==> src/rtl/pll_lock_manager.sv <==
// pll_lock_manager
//   Sequences reset, lock qualification and retry handling for up to four
//   SB_PLL40 instances, each channel with its own independent FSM.
//
// Ports
//   REFERENCECLK  free-running reference clock, the only clock
//   RESET         asynchronous active-low reset, released synchronously
//   ENABLE        per-channel enable (level)
//   LOCK_IN       raw PLL LOCK, asynchronous, synchronised internally
//   BYPASS_REQ    per-channel bypass request
//   CLEAR_FAULT   single-cycle pulse that returns a faulted channel to OFF
//   PLL_RESETB    active-low reset to each PLL
//   PLL_BYPASS    registered bypass control to each PLL
//   READY         channel clock usable
//   FAULT         lock retries exhausted
//   RETRY_CNT     attempts used, channel i at [4i+3:4i]
module pll_lock_manager #(
  parameter int unsigned N_CH           = 2,
  parameter int unsigned RST_CYCLES     = 4,
  parameter int unsigned FILTER_CYCLES  = 8,
  parameter int unsigned TIMEOUT_CYCLES = 64,
  parameter int unsigned MAX_RETRY      = 3
) (
  input  logic              REFERENCECLK,
  input  logic              RESET,
  input  logic [N_CH-1:0]   ENABLE,
  input  logic [N_CH-1:0]   LOCK_IN,
  input  logic [N_CH-1:0]   BYPASS_REQ,
  input  logic [N_CH-1:0]   CLEAR_FAULT,
  output logic [N_CH-1:0]   PLL_RESETB,
  output logic [N_CH-1:0]   PLL_BYPASS,
  output logic [N_CH-1:0]   READY,
  output logic [N_CH-1:0]   FAULT,
  output logic [4*N_CH-1:0] RETRY_CNT
);

  localparam int unsigned RW = $clog2(RST_CYCLES) + 1;
  localparam int unsigned FW = $clog2(FILTER_CYCLES) + 1;
  localparam int unsigned TW = $clog2(TIMEOUT_CYCLES) + 1;

  typedef enum logic [2:0] {
    S_OFF, S_RST, S_WAIT, S_FILT, S_RUN, S_FLT
  } state_t;

  for (genvar gi = 0; gi < N_CH; gi++) begin : g_ch
    logic [1:0]    r_sync;
    logic          r_go;
    state_t        r_state;
    state_t        w_next;
    logic [RW-1:0] r_rst_cnt;
    logic [FW-1:0] r_filt_cnt;
    logic [TW-1:0] r_to_cnt;
    logic [3:0]    r_retry;
    logic          r_ready;
    logic          r_bypass;
    logic          w_lk;
    logic          w_rst_done;
    logic          w_filt_done;
    logic          w_timeout;
    logic          w_resetb;
    logic          w_ready;
    logic          w_fault;

    assign w_lk        = r_sync[1];
    assign w_rst_done  = (r_rst_cnt >= RW'(RST_CYCLES - 1));
    assign w_filt_done = (r_filt_cnt >= FW'(FILTER_CYCLES - 1));
    assign w_timeout   = (r_to_cnt >= TW'(TIMEOUT_CYCLES - 1));

    // r_go holds the FSM for the first edge after reset release, so the
    // earliest transition lands on the second edge.
    always_ff @(posedge REFERENCECLK or negedge RESET) begin
      if (!RESET) begin
        r_sync     <= '0;
        r_go       <= 1'b0;
        r_state    <= S_OFF;
        r_rst_cnt  <= '0;
        r_filt_cnt <= '0;
        r_to_cnt   <= '0;
        r_retry    <= '0;
        r_ready    <= 1'b0;
        r_bypass   <= 1'b0;
      end else begin
        r_sync  <= {r_sync[0], LOCK_IN[gi]};
        r_go    <= 1'b1;
        r_state <= w_next;
        r_ready <= r_go && (r_state == S_RUN) && (w_next == S_RUN);

        if (r_go && ((r_state == S_OFF) || (r_state == S_RUN)))
          r_bypass <= BYPASS_REQ[gi];

        if ((r_state == S_RST) && (w_next == S_RST))
          r_rst_cnt <= r_rst_cnt + 1'b1;
        else
          r_rst_cnt <= '0;

        if (w_next == S_FILT)
          r_filt_cnt <= (r_state == S_FILT) ? r_filt_cnt + 1'b1 : FW'(1);
        else
          r_filt_cnt <= '0;

        // Timeout keeps running across WAIT<->FILT bounces; saturates.
        if (((w_next == S_WAIT) || (w_next == S_FILT)) &&
            ((r_state == S_WAIT) || (r_state == S_FILT))) begin
          if (!w_timeout)
            r_to_cnt <= r_to_cnt + 1'b1;
        end else begin
          r_to_cnt <= '0;
        end

        // Enabling from OFF clears the count, and that entry is attempt 1.
        if ((w_next == S_RST) && (r_state != S_RST)) begin
          if (r_state == S_OFF)
            r_retry <= 4'd1;
          else if (r_retry != 4'hF)
            r_retry <= r_retry + 1'b1;
        end else if ((w_next == S_RUN) && (r_state != S_RUN)) begin
          r_retry <= '0;
        end
      end
    end

    always_comb begin
      w_next = r_state;
      if (!r_go) begin
        w_next = r_state;
      end else if ((r_state != S_FLT) && !ENABLE[gi]) begin
        w_next = S_OFF;
      end else begin
        case (r_state)
          S_OFF:  if (ENABLE[gi]) w_next = S_RST;
          S_RST:  if (w_rst_done) w_next = S_WAIT;
          S_WAIT: begin
            // Timeout wins over a lock arriving in the same cycle.
            if (w_timeout)
              w_next = (r_retry < 4'(MAX_RETRY)) ? S_RST : S_FLT;
            else if (w_lk)
              w_next = (FILTER_CYCLES == 1) ? S_RUN : S_FILT;
          end
          S_FILT: begin
            if (!w_lk)
              w_next = S_WAIT;
            else if (w_filt_done)
              w_next = S_RUN;
          end
          S_RUN:  if (!w_lk) w_next = S_RST;
          S_FLT:  if (CLEAR_FAULT[gi]) w_next = S_OFF;
          default: w_next = S_OFF;
        endcase
      end
    end

    // READY is masked by lk so it falls in the same cycle lock is lost.
    always_comb begin
      w_resetb = (r_state == S_WAIT) || (r_state == S_FILT) || (r_state == S_RUN);
      w_ready  = r_ready && w_lk;
      w_fault  = (r_state == S_FLT);
    end

    assign PLL_RESETB[gi]      = w_resetb;
    assign PLL_BYPASS[gi]      = r_bypass;
    assign READY[gi]           = w_ready;
    assign FAULT[gi]           = w_fault;
    assign RETRY_CNT[4*gi +: 4] = r_retry;
  end

endmodule
==> config.mk <==
export PLATFORM = sky130hd
export DESIGN_NAME = pll_lock_manager
export DESIGN_NICKNAME = d
export VERILOG_FILES = /design/src/rtl/pll_lock_manager.sv
export SDC_FILE = /design/constraint.sdc
export NUM_CORES = 1
export LEC_CHECK = 0
export ABC_AREA = 1
export BUFFER_PORTS_ARGS = -buffer_cell sky130_fd_sc_hd__buf_4
export CAP_MARGIN = 15
export CORE_UTILIZATION = 45
export DETAILED_ROUTE_END_ITERATION = 16
export PLACE_DENSITY = 0.72
export SLEW_MARGIN = 5
export SYNTH_ARGS = -nofsm -noshare
export SYNTH_HDL_FRONTEND = slang
export SYNTH_SLANG_ARGS = --single-unit
==> constraint.sdc <==
create_clock -name REFERENCECLK -period 2.5 [get_ports REFERENCECLK]
set_input_delay 0.5 -clock REFERENCECLK [delete_from_list [all_inputs] [get_ports REFERENCECLK]]
set_output_delay 0.5 -clock REFERENCECLK [all_outputs]
set_load 0.05 [all_outputs]
==> metrics.csv <==
metric,value,unit
outcome,"finished, final reports clean",
# diodes,0,
vias in the first global route,2227,
CTS Buf Count,5,
Post-CTS Setup Bufs,0,
H-tree levels,2,
Hold Buf Count CTS,0,
Iter 0 DRT Violations,130,
Final nets,437,
Final period util,84.3,%
max-cap viol count,0,
core area,6390,um2
Crit Path Class,register to register,
Routed Antenna Nets,0,
initial antenna violation count,0,
Placer Congestion,0.893,
"commonest non-fill, non-tap cell in the layout",nand2_1,
largest net degree at the start of global routing,52,
Yosys cell types,32,
cell accounting for the most synthesized area,dfrtp_1,
Fmax,0.474,GHz
final setup vio count,0,
Crit. End Element,register,
Final Util,52.2,%
RR Endpoint,g_ch[0].r_retry[0],
FF-to-FF setup slack,0.39,ns
first-pass GRT wire length,9740,um
WL per Instance,11.3,um
Hold Crit Class,input pin to async pin,
post-layout min period,2.11,ns
CTS root buffer,clkbuf_8,
Synth Instances,393,
TNS Setup,0,ns
Worst-path clk slew,0.10,ns
Syn Std Cell Area,2990,um2
sequential element share of the synthesized area,42.6,%
Tightest Pin Transition,0.651,ns
CP arrival,2.32,ns
PortBufs,25,
"commonest cells after routing, fill and taps aside","nand2_1 (109), nor2_1 (57), dfrtp_1 (51), inv_1 (40), nand3_1 (29)",
WL final,5610,um
"FF+latch count, synth",51,
Max Clock Skew,0.00946,ns
largest cells by area after synthesis,"dfrtp_1 (43%), nand2_1 (14%), nor2_1 (7.1%)",
power per cell area,544,nW/um2
Detail Placement HPWL,4320,um
Chip Height,83.6,um
post-synth top area share,42.6,%
global router's overall resource usage,17.2,%
Clock Latency Late Sink,0.31,ns
drt drc,0,
"Hold Vio Cnt, Final",0,
share of cells above drive strength 1,18.2,%
syn_nets,413,
Reg2Reg Depth,14,
CTS sink count,51,
origin of the critical flop-to-flop path,g_ch[0].r_retry[0],
final-report max-slew violation count,0,
CP max FO,6,
hold_ws,0.200,ns
row cnt,29,
RSZ-0062 raised after global routing,no,
Post-CTS Resized,0,
maximum vdd drop,314,uV
drt first pass iters,4,
DIE AREA,6980,um2
Die Width,83.6,um
I/O pins,26,
Synth-to-Final Area Change,11.2,%
total grt overflow,0,
Post-Syn Area per Cell,7.62,um2
CTS tree,yes,
Startpoint Class,register,
Leak,0.00169,uW
Clock Tree Buf Depth,2,
required time of the critical path,2.71,ns
vias,2450,
Starting Density,46.9,%
Vias/cell,4.95,
worst rel slew slack,56.6,%
"Warnings, synthesis",0,
-- flip-flops by register name, summed over array words and instances, names as in the netlist --
signal,flops
g_ch.r_filt_cnt,8
g_ch.r_bypass,2
g_ch.r_state,6
g_ch.r_ready,2
g_ch.r_rst_cnt,6
g_ch.r_retry,8
g_ch.r_go,1
g_ch.r_to_cnt,14
g_ch.r_sync,4
-- worst max-delay path by stage --
stage	start	end	slack, ns	depth (start not counted)
after floorplan	g_ch[0].r_retry[0]	g_ch[0].r_retry[0]	0.30	14
after global placement	g_ch[0].r_rst_cnt[0]	g_ch[0].r_retry[0]	0.42	16
after detailed placement	g_ch[0].r_rst_cnt[0]	g_ch[0].r_retry[0]	0.39	16
after CTS	g_ch[0].r_rst_cnt[0]	g_ch[0].r_retry[0]	0.37	16
after global routing	g_ch[1].r_to_cnt[0]	g_ch[1].r_to_cnt[0]	0.18	13
final	g_ch[0].r_retry[0]	g_ch[0].r_retry[0]	0.39	14
-- power by group --
part,internal (uW),switching (uW)
clock,298,284
combinational,97.2,226
sequential,860,44.9
total,1260,555
-- cells by family after synthesis --
logic type               Yosys count  synth area share [%]
AND/OR/NAND/NOR                  239                  37.4
buffers and inverters             61                  8.65
flip-flops                        51                  42.6
AO/OA/AOI/OAI                     22                  4.39
adder cells (fa/ha/maj)           10                  4.18
XOR/XNOR                           9                  2.63
other                              1                 0.125
-- per-stage QoR --
step	instance area (um2)	setup slack [ns]	cells	power (uW)
floorplan	2990	0.304	393	1150
global placement	3220	0.420	487	1240
detailed placement	3220	0.387	487	1250
CTS	3330	0.373	495	1840
global route	3330	0.184	495	1900
finish	3330	0.392	495	1810
-- area by class of cell --
cell class              instances  area [um2]
clock buffers                   5        68.8
inverters                      53         199
repair buffers                 25         188
fillers                       623        3060
clock inverters                 3        43.8
flip-flops and latches         51        1280
well taps                      77        96.3
multi-input cells             281        1460
-- synthesized netlist by cell type --
| library cell | count |
|---|---|
| o31ai_1 | 1 |
| conb_1 | 1 |
| nor3_4 | 1 |
| o21ai_0 | 1 |
| ha_1 | 10 |
| nor3_2 | 2 |
| or2_2 | 2 |
| nand3_1 | 29 |
| nand2_1 | 109 |
| xor2_1 | 8 |
| nor2_4 | 2 |
| nor2_2 | 3 |
| nor2_8 | 1 |
| nand2_4 | 5 |
| nand2_2 | 10 |
| nor3_1 | 6 |
| and3_1 | 1 |
| inv_2 | 13 |
| o21ai_1 | 4 |
| a21oi_4 | 1 |
| a21oi_1 | 13 |
| a21oi_2 | 2 |
| nor2_1 | 57 |
| xnor2_1 | 1 |
| nor4_1 | 4 |
| nor3b_1 | 1 |
| dfrtp_1 | 51 |
| nand3b_1 | 1 |
| nand4_4 | 1 |
| inv_1 | 40 |
| buf_4 | 8 |
| nand4_1 | 4 |
-- worst max-delay path, stage by stage, from the launching register on --
cell and delay [ns]:
dfrtp_1 0.43, ha_1 0.22, or2_2 0.31, nor2_1 0.13, nand3_1 0.09, nand3_1 0.07
nand2_1 0.05, nand2_1 0.09, nand2_4 0.11, nor2_8 0.16, nand2_4 0.08, nand2_4 0.10
nand2_4 0.07, nand2_1 0.06, nand2_1 0.05
-- routing by layer --
layer	GRT usage, %	routed length (um)	part of all wire (%)
met2	26.8	2580	46
met4	5.08	56	1.0
met3	4.06	176	3.1
met1	23.8	2800	50
met5	0	0	0
Note: power is estimated with default switching activity, not from simulation.
